==> src/rtl/interrupt_request_arbiter_pkg.sv <==
// Shared definitions for the interrupt request arbiter: FSM encoding and
// default source count.
package interrupt_request_arbiter_pkg;

   localparam int unsigned NUM_SRC_DEFAULT = 4;
   localparam int unsigned ID_W_DEFAULT    = $clog2(NUM_SRC_DEFAULT);

   typedef enum logic [1:0] {
      IDLE    = 2'd0,
      REQ     = 2'd1,
      SERVICE = 2'd2
   } arb_state_t;

endpackage

==> src/rtl/interrupt_request_arbiter_if.sv <==
// Peripheral/core signal bundle of the interrupt request arbiter.
interface interrupt_request_arbiter_if
   import interrupt_request_arbiter_pkg::*;
#(
   parameter int unsigned NUM_SRC = NUM_SRC_DEFAULT,
   parameter int unsigned ID_W    = $clog2(NUM_SRC)
);

   logic [NUM_SRC-1:0] irq_in;
   logic [NUM_SRC-1:0] irq_mask;
   logic               ret_ISR;
   logic               interrupt_signal;
   logic [ID_W-1:0]    irq_id;
   logic [NUM_SRC-1:0] irq_pending;
   logic               in_service;

   modport master (
      output irq_in, irq_mask, ret_ISR,
      input  interrupt_signal, irq_id, irq_pending, in_service
   );

   modport slave (
      input  irq_in, irq_mask, ret_ISR,
      output interrupt_signal, irq_id, irq_pending, in_service
   );

endinterface

==> src/rtl/irq_priority_encoder.sv <==
// Combinational fixed-priority encoder; the lowest set index wins.
module irq_priority_encoder
   import interrupt_request_arbiter_pkg::*;
#(
   parameter int unsigned NUM_SRC = NUM_SRC_DEFAULT,
   parameter int unsigned ID_W    = $clog2(NUM_SRC)
) (
   input  logic [NUM_SRC-1:0] eligible,
   output logic               valid,
   output logic [ID_W-1:0]    index
);

   always_comb begin
      valid = 1'b0;
      index = '0;
      for (int unsigned i = 0; i < NUM_SRC; i++) begin
         if (eligible[i] && !valid) begin
            valid = 1'b1;
            index = ID_W'(i);
         end
      end
   end

endmodule

==> src/rtl/interrupt_request_arbiter.sv <==
// Edge-triggered interrupt arbiter: edge detect, pending register and a
// non-nesting IDLE/REQ/SERVICE handshake with the core.
module interrupt_request_arbiter
   import interrupt_request_arbiter_pkg::*;
#(
   parameter int unsigned NUM_SRC = NUM_SRC_DEFAULT,
   parameter int unsigned ID_W    = $clog2(NUM_SRC)
) (
   input  logic                        clk,
   input  logic                        rst,
   interrupt_request_arbiter_if.slave  bus
);

   arb_state_t         state;
   logic [NUM_SRC-1:0] irq_prev;
   logic [NUM_SRC-1:0] pending;
   logic [NUM_SRC-1:0] rise;
   logic [NUM_SRC-1:0] eligible;
   logic [NUM_SRC-1:0] grant_clr;
   logic               enc_valid;
   logic [ID_W-1:0]    enc_index;
   logic               int_q;
   logic [ID_W-1:0]    id_q;
   logic               svc_q;

   irq_priority_encoder #(
      .NUM_SRC (NUM_SRC),
      .ID_W    (ID_W)
   ) u_enc (
      .eligible (eligible),
      .valid    (enc_valid),
      .index    (enc_index)
   );

   always_comb begin
      rise      = bus.irq_in & ~irq_prev;
      eligible  = pending & bus.irq_mask;
      grant_clr = '0;
      if (state == IDLE && enc_valid) begin
         grant_clr[enc_index] = 1'b1;
      end
   end

   // A new edge on the bit being granted re-arms it in the same cycle.
   always_ff @(posedge clk or posedge rst) begin
      if (rst) begin
         irq_prev <= '0;
         pending  <= '0;
      end else begin
         irq_prev <= bus.irq_in;
         pending  <= (pending & ~grant_clr) | rise;
      end
   end

   always_ff @(posedge clk or posedge rst) begin
      if (rst) begin
         state <= IDLE;
         int_q <= 1'b0;
         id_q  <= '0;
         svc_q <= 1'b0;
      end else begin
         case (state)
            IDLE: begin
               if (enc_valid) begin
                  state <= REQ;
                  int_q <= 1'b1;
                  id_q  <= enc_index;
                  svc_q <= 1'b1;
               end
            end
            REQ: begin
               state <= SERVICE;
               int_q <= 1'b0;
            end
            SERVICE: begin
               if (bus.ret_ISR) begin
                  state <= IDLE;
                  svc_q <= 1'b0;
               end
            end
            default: begin
               state <= IDLE;
               int_q <= 1'b0;
               svc_q <= 1'b0;
            end
         endcase
      end
   end

   assign bus.interrupt_signal = int_q;
   assign bus.irq_id           = id_q;
   assign bus.irq_pending      = pending;
   assign bus.in_service       = svc_q;

endmodule

==> src/flat_wrapper.sv <==
// flat-port wrapper written by rule: the top's interface ports become plain ports
module interrupt_request_arbiter_flat import interrupt_request_arbiter_pkg::*;
#(
   parameter int unsigned NUM_SRC = NUM_SRC_DEFAULT,
   parameter int unsigned ID_W    = $clog2(NUM_SRC)
)
  (clk, rst, bus_irq_in, bus_irq_mask, bus_ret_ISR, bus_interrupt_signal, bus_irq_id, bus_irq_pending, bus_in_service);
  interrupt_request_arbiter_if #(.NUM_SRC(NUM_SRC), .ID_W(ID_W)) bus_i ();
  input  logic clk;
  input  logic rst;
  input wire logic [$bits(bus_i.irq_in)-1:0] bus_irq_in;
  input wire logic [$bits(bus_i.irq_mask)-1:0] bus_irq_mask;
  input wire logic [$bits(bus_i.ret_ISR)-1:0] bus_ret_ISR;
  output wire logic [$bits(bus_i.interrupt_signal)-1:0] bus_interrupt_signal;
  output wire logic [$bits(bus_i.irq_id)-1:0] bus_irq_id;
  output wire logic [$bits(bus_i.irq_pending)-1:0] bus_irq_pending;
  output wire logic [$bits(bus_i.in_service)-1:0] bus_in_service;
  assign bus_i.irq_in = bus_irq_in;
  assign bus_i.irq_mask = bus_irq_mask;
  assign bus_i.ret_ISR = bus_ret_ISR;
  assign bus_interrupt_signal = bus_i.interrupt_signal;
  assign bus_irq_id = bus_i.irq_id;
  assign bus_irq_pending = bus_i.irq_pending;
  assign bus_in_service = bus_i.in_service;
  interrupt_request_arbiter #(.NUM_SRC(NUM_SRC), .ID_W(ID_W)) u_core (.clk(clk), .rst(rst), .bus(bus_i));
endmodule
==> config.mk <==
export PLATFORM = sky130hd
export DESIGN_NAME = interrupt_request_arbiter_flat
export DESIGN_NICKNAME = d
export VERILOG_FILES = /design/src/rtl/interrupt_request_arbiter_pkg.sv /design/src/rtl/interrupt_request_arbiter_if.sv /design/src/rtl/irq_priority_encoder.sv /design/src/rtl/interrupt_request_arbiter.sv /design/src/flat_wrapper.sv
export SDC_FILE = /design/constraint.sdc
export NUM_CORES = 1
export LEC_CHECK = 0
export CORE_MARGIN = 2
export CORE_UTILIZATION = 42
export DETAILED_ROUTE_END_ITERATION = 16
export PLACE_DENSITY = 0.85
export SYNTH_ARGS = -nofsm -noshare
export SYNTH_HDL_FRONTEND = slang
export SYNTH_SLANG_ARGS = --single-unit
==> constraint.sdc <==
create_clock -name clk -period 1.65 [get_ports clk]
set_input_delay 0.33 -clock clk [delete_from_list [all_inputs] [get_ports clk]]
set_output_delay 0.33 -clock clk [all_outputs]
set_load 0.01 [all_outputs]
# Yosys cells after proc, flatten, opt, wreduce, memory -nomap -nowiden
# Index checks and enable logic that the tools add are counted.
word_totals:
  regBits: 14
  latch_bits: 0
  ramBits: 0
  rom_bits: 0
  input_bits: 11
  elab_cells: 50
  memories: 0
op_classes:
  n_addsub: 0
  multipliers: 0
  div_mod_pow: 0
  order_cmp: 2
  eq_ne: 4
  shift: 0
  mux: 17
  n_bitwise: 8
  n_reduce_logical: 13
op_table:
  columns: ["operator", "n"]
  rows:
  - ["$and 4x4->4", 3]
  - ["$mux 1", 8]
  - ["$mux 2", 4]
  - ["$not 4->4", 2]
  - ["$pmux 2 s3", 1]
  - ["$reduce_and 2->1", 3]
  - ["$logic_and 1x1->1", 5]
  - ["$mux 4", 1]
  - ["$or 4x4->4", 1]
  - ["$logic_not 1->1", 3]
  - ["$lt 2x3->1 const B", 1]
  - ["$pmux 1 s3", 1]
  - ["$reduce_and 3->1", 1]
  - ["$demux 1 s2", 1]
  - ["$eq 2x1->1 const B", 1]
  - ["$eq 2x2->1 const B", 1]
  - ["$ge 2x1->1 const B", 1]
  - ["$logic_not 2->1", 1]
  - ["$ne 2x1->1 const B", 1]
  - ["$ne 2x2->1 const B", 1]
  - ["$not 1->1", 2]
  - ["$pmux 1 s2", 1]

# Logic depth before layout (Yosys ltp)
depth:
  depth_word: 19
  depth_mapped: 3

# Hierarchy
# Synthesis repeated with hierarchy kept, for this count alone.
unflattened:
  cells_unflattened: 55
  hier_area_um2: 570.5
by_module_without_submodules:
  columns: ["mod", "n_inst", "cells_each", "area_per_inst_um2", "seq_area_each_um2"]
  rows:
  - ["interrupt_request_arbiter", 1, 48, 535.5, 350.3]
  - ["irq_priority_encoder", 1, 7, 35.0, 0.0]

# Worst setup path after synthesis
# OpenSTA, ideal clock, no wires.
synth_timing:
  path_kind: "flip-flop to flip-flop"
  startpoint: "reg u_core.pending[3], in the netlist u_core.bus.irq_pending[3]"
  endpoint: "reg u_core.svc_q, in the netlist u_core.bus.in_service"
  arrival_time_ps: 1183
  required_ps: 1524
  slack_ps: 341
  path_stages_with_launch: 4
  path_buffers: 0
  period_less_slack_ps: 1309
  cell_sequence: "dfrtp_1 -> a22o_2 -> o21a_2 -> a311o_1"
synth_via:
  elab_chain_len: 5
synth_lines:
  columns: ["item", "line_no", "text"]
  rows:
  - ["start: declaration", "interrupt_request_arbiter.sv:16", "logic [NUM_SRC-1:0] pending;"]
  - ["start signal: assignment", "interrupt_request_arbiter.sv:51", "pending <= (pending & ~grant_clr) | rise;"]
  - ["$and 4x4->4", "interrupt_request_arbiter.sv:37", "eligible = pending & bus.irq_mask;"]
  - ["$logic_and 1x1->1", "irq_priority_encoder.sv:17", "if (eligible[i] && !valid) begin"]
  - ["$mux 1", "irq_priority_encoder.sv:17", null]
  - ["$ne 2x1->1 (no line)", null, null]
  - ["$reduce_and 3->1 (no line)", null, null]
  - ["end signal: assignment", "interrupt_request_arbiter.sv:60", "svc_q <= 1'b0;"]
  - ["end signal: assignment", "interrupt_request_arbiter.sv:68", "svc_q <= 1'b1;"]
  - ["end signal: assignment", "interrupt_request_arbiter.sv:78", "svc_q <= 1'b0;"]
  - ["end: declaration", "interrupt_request_arbiter.sv:24", "logic svc_q;"]
# No other way between the ends.
# A chain may end at the register's enable or synchronous reset.

# Worst setup path after layout
layout_timing:
  startpoint: "reg u_core.pending[1], in the netlist u_core.bus.irq_pending[1]"
  endpoint: "out bus_irq_pending[1]"
layout_lines:
  columns: ["item", "line_no", "text"]
  rows:
  - ["end: declaration", "flat_wrapper.sv:16", "output wire logic [$bits(bus_i.irq_pending)-1:0] bus_irq_pending;"]
# No word-level cell between the ends.

==> results.txt <==
----------------------------------------------------
[STA]
  Final Critical Period ... 1.613 ns
  Max_slew headroom ... 0.6611
  Setup slack of the critical path after layout ... roughly 0.037 ns
  Unrepaired setup endpoints after global routing ... false
  Clk_skew ... approximately 0.006 ns
  Max Fclk ... between 600 and 700 MHz
  Actual transition at the worst max-transition pin ... 0.5078 ns
  Fin. Hold Viols ... 0
  Crit share post-route ... 0.9777
  Final Max Slew Viols ... 0
  Setup TNS after final layout ... 0 ns
  Final setup vio count ... 0

[Pwr]
  Total power density per cell area ... roughly 1600 mW/mm^2
  Share of power burned in the clock network ... 0.181
  Logic gate share of total power ... 0.406
  Switching power as a share of total power ... 0.3324
  Largest voltage drop on the vdd net ... roughly 900 uV
  Fraction of power consumed by sequential logic ... 0.414
  Internal Dissipation ... roughly 0.90 mW
  Standby leakage power ... around 0.38 nW
  Switch Pwr ... about 0.45 mW

[Floorplan]
  Effective utilization at floorplan ... 0.4379
  Full die area ... 0.001630 mm^2
  Num ports ... 19
  Chip height ... roughly 40 um
  Die W ... about 40 um
  Placeable core area ... about 0.0013 mm^2
  FP Rows ... 13

[Worst setup path]
  Maximum cell stage delay along the critical path ... around 0.57 ns
  Worst path cell trace ... clkdlybuf4s50_1
  Worst reg-to-reg path cell count ... 3
  Path length in cells of the critical path ... 1
  Category of cells accounting for the largest share of critical-path delay ... buffers and inverters
  Element type at the critical path start ... flop
  Worst-path fanout max ... 6
  Buf+Inv Stages, Crit Path ... 1
  Category of the critical setup timing path ... reg -> out
  Worst path slowest cell ... clkdlybuf4s50_1
  Sort of element at the end of the critical path ... output pin
  Data arrival time of the worst path ... approximately 1.3 ns
  Required time of the critical path ... approximately 1.3 ns

[Detailed routing]
  Initial drt markers ... 13
  Total vias in the final route ... ~470
  Vias/cell ... ~5.3
  1st-pass router iterations ... 4
  Post-route antenna net violation count ... 0
  Avg WL per Cell ... 13.55 um
  Number of remaining DRC errors ... 0
  Detailed-route wire length ... ~1200 um

[Global routing]
  Gr busiest metal ... met2
  Total grt overflow ... 0
  Met2 usage in global routing ... 0.3095
  Tot GR Track Use ... 0.1829
  Global-route wire length before repair ... roughly 1900 um
  GR met3 Demand/Resource ... 0.05000
  Antenna violations before repair ... 0
  Maximum number of pins on one net before global-route repair ... 15
  Number of global-route vias before repair ... about 450
  Met1 layer usage reported by global route ... 0.1944

[Clock network]
  Root buf cell ... clkbuf_4
  H-tree levels ... 1
  CTS Buf Count ... 3
  Total of cells resized after clock tree synthesis ... 0
  Worst-Skew Late Latency ... about 0.28 ns
  Number of hold buffers added after cts ... 0
  Clock transition at the register clock pins on the worst setup and hold paths after CTS ... ~0.080 ns
  Number of buffers added for setup after CTS ... 0
  Max clock buf depth ... 2
  Clock tree from TritonCTS ... yes
  Total number of clock tree sinks ... 14

[Synth]
  Cell count after synthesis ... between 40 and 50
  EDFF count, synth ... 0
  Proportion of synthesized chip area in sequential cells ... 0.6306
  Largest area contributor in the netlist ... dfrtp_1
  Ranking of synthesized cells by instance count ... 14 x dfrtp_1, 7 x inv_1, 6 x a22o_1, 4 x a21oi_1
  Async set-reset flop share out of synthesis ... 1.000
  Yosys warning total ... 0
  Synth top area share ... 0.6306
  Prevailing post-synth register cell ... dfrtp_1
  Total nets after synthesis ... 59
  Synthesized area per cell ... 11.57 um^2
  Synth Cell Area ... 555.5 um^2
  Synth area leaders ... dfrtp_1 63%, a22o_1 9.5%, inv_1 4.7%
  Library cell with the highest instance count after synthesis ... dfrtp_1
  Number of different library cells in the post-synthesis netlist ... 16
  FF+latch count, synth ... 14

[Cells and area]
  Fraction of final layout cells sized beyond drive strength 1 ... 0.1622
  Final layout net count ... 86
  Layout overhead on the synthesized area ... 47.75%
  Number of antenna repair diodes ... 0
  Layout filler cell count ... 103
  Flip-flop and latch area ... 350.3 um^2
  Post-route cell area ... 820.8 um^2
  Area taken by multi-input logic gates ... between 150 and 200 um^2

[Placed design]
  Final estimated routing congestion in global placement ... about 0.66
  Post-placement worst setup slack ... -0.04620 ns
  Number of buffer cells added on primary ports ... 18
  Half-perimeter wire length after detailed placement ... around 900 um
  Placed instance area ... between 700 and 800 um^2

[Hold path]
  Class of the tightest hold or removal check ... in -> async

[Run status]
  Status ... finished clean

[Run]
  Count of maximum capacitance violations ... 0

----------------------------------------------------
==> cell usage in the layout (no fill, tap or decap) <==
master,netlist,routed
a21o_2,1,1
a21oi_1,4,4
a22o_1,6,6
a22o_2,1,1
a22oi_1,1,1
a311o_1,1,1
and2_1,1,1
buf_4,0,4
clkbuf_4,0,3
clkbuf_8,0,1
clkdlybuf4s50_1,0,18
dfrtp_1,14,14
inv_1,7,7
nand2_1,3,3
nand3_1,3,3
nand4_1,1,1
nor2_2,1,1
nor2b_1,1,1
o21a_2,1,1
o21ai_0,2,2
==> routing by layer <==
layer	wire, um	vias to the layer above
met2	624	19
met3	66	4
li1	-	224
met4	27	0
met5	0	-
met1	487	222
==> layout make-up <==
type,count,share of cell area
clock buffer,4,0.04421
inverter,7,0.03201
multi-input combinational,27,0.2180
sequential,14,0.4268
tap,15,0.02287
timing repair buffer,22,0.2561
==> kinds of logic after synthesis <==
logic type | count (synthesis) | share of synthesized area
AND/OR/NAND/NOR | 10 | 0.09236
AO/OA/AOI/OAI | 17 | 0.2297
buffers and inverters | 7 | 0.04731
flip-flops | 14 | 0.6306
==> power groups by stage <==
stage	sequential [mW]	combinational, mW	clock [mW]
after global routing	0.578	0.591	0.259
after global placement	0.561	0.519	0
after floorplan	0.591	0.237	0
after CTS	0.560	0.546	0.247
after detailed placement	0.566	0.538	0
final	0.558	0.548	0.244
==> worst paths after layout <==
check,from,end,slack (ns)
min reg2reg,u_core.bus.interrupt_signal$_DFFE_PP0P_,u_core.bus.interrupt_signal$_DFFE_PP0P_,0.49
max in group asynchronous,rst,u_core.bus.irq_pending[2]$_DFF_PP0_,0.93
min,rst,u_core.irq_prev[3]$_DFF_PP0_,0.37
max,u_core.bus.irq_pending[1]$_DFF_PP0_,bus_irq_pending[1],0.04
min in group clk,u_core.bus.interrupt_signal$_DFFE_PP0P_,u_core.bus.interrupt_signal$_DFFE_PP0P_,0.49
max reg2reg,u_core.bus.irq_pending[3]$_DFF_PP0_,u_core.bus.in_service$_DFFE_PP0P_,0.31
==> state kept, by name (all words and copies together), names as in the netlist <==
signal	flops
u_core.bus.in_service	1
u_core.bus.interrupt_signal	1
u_core.irq_prev	4
u_core.bus.irq_pending	4
u_core.bus.irq_id	2
u_core.state	2
==> through the flow <==
stage	hold slack, ns	power, mW	std cells	utilization
floorplan	0.2192	0.8274	48	-
global placement	0.4704	1.080	85	0.6183
detailed placement	0.4751	1.105	85	0.6183
CTS	0.3954	1.353	89	0.6469
global route	0.4350	1.428	89	0.6469
finish	0.3710	1.350	89	0.6469
Note: power is estimated with default switching activity, not from simulation.
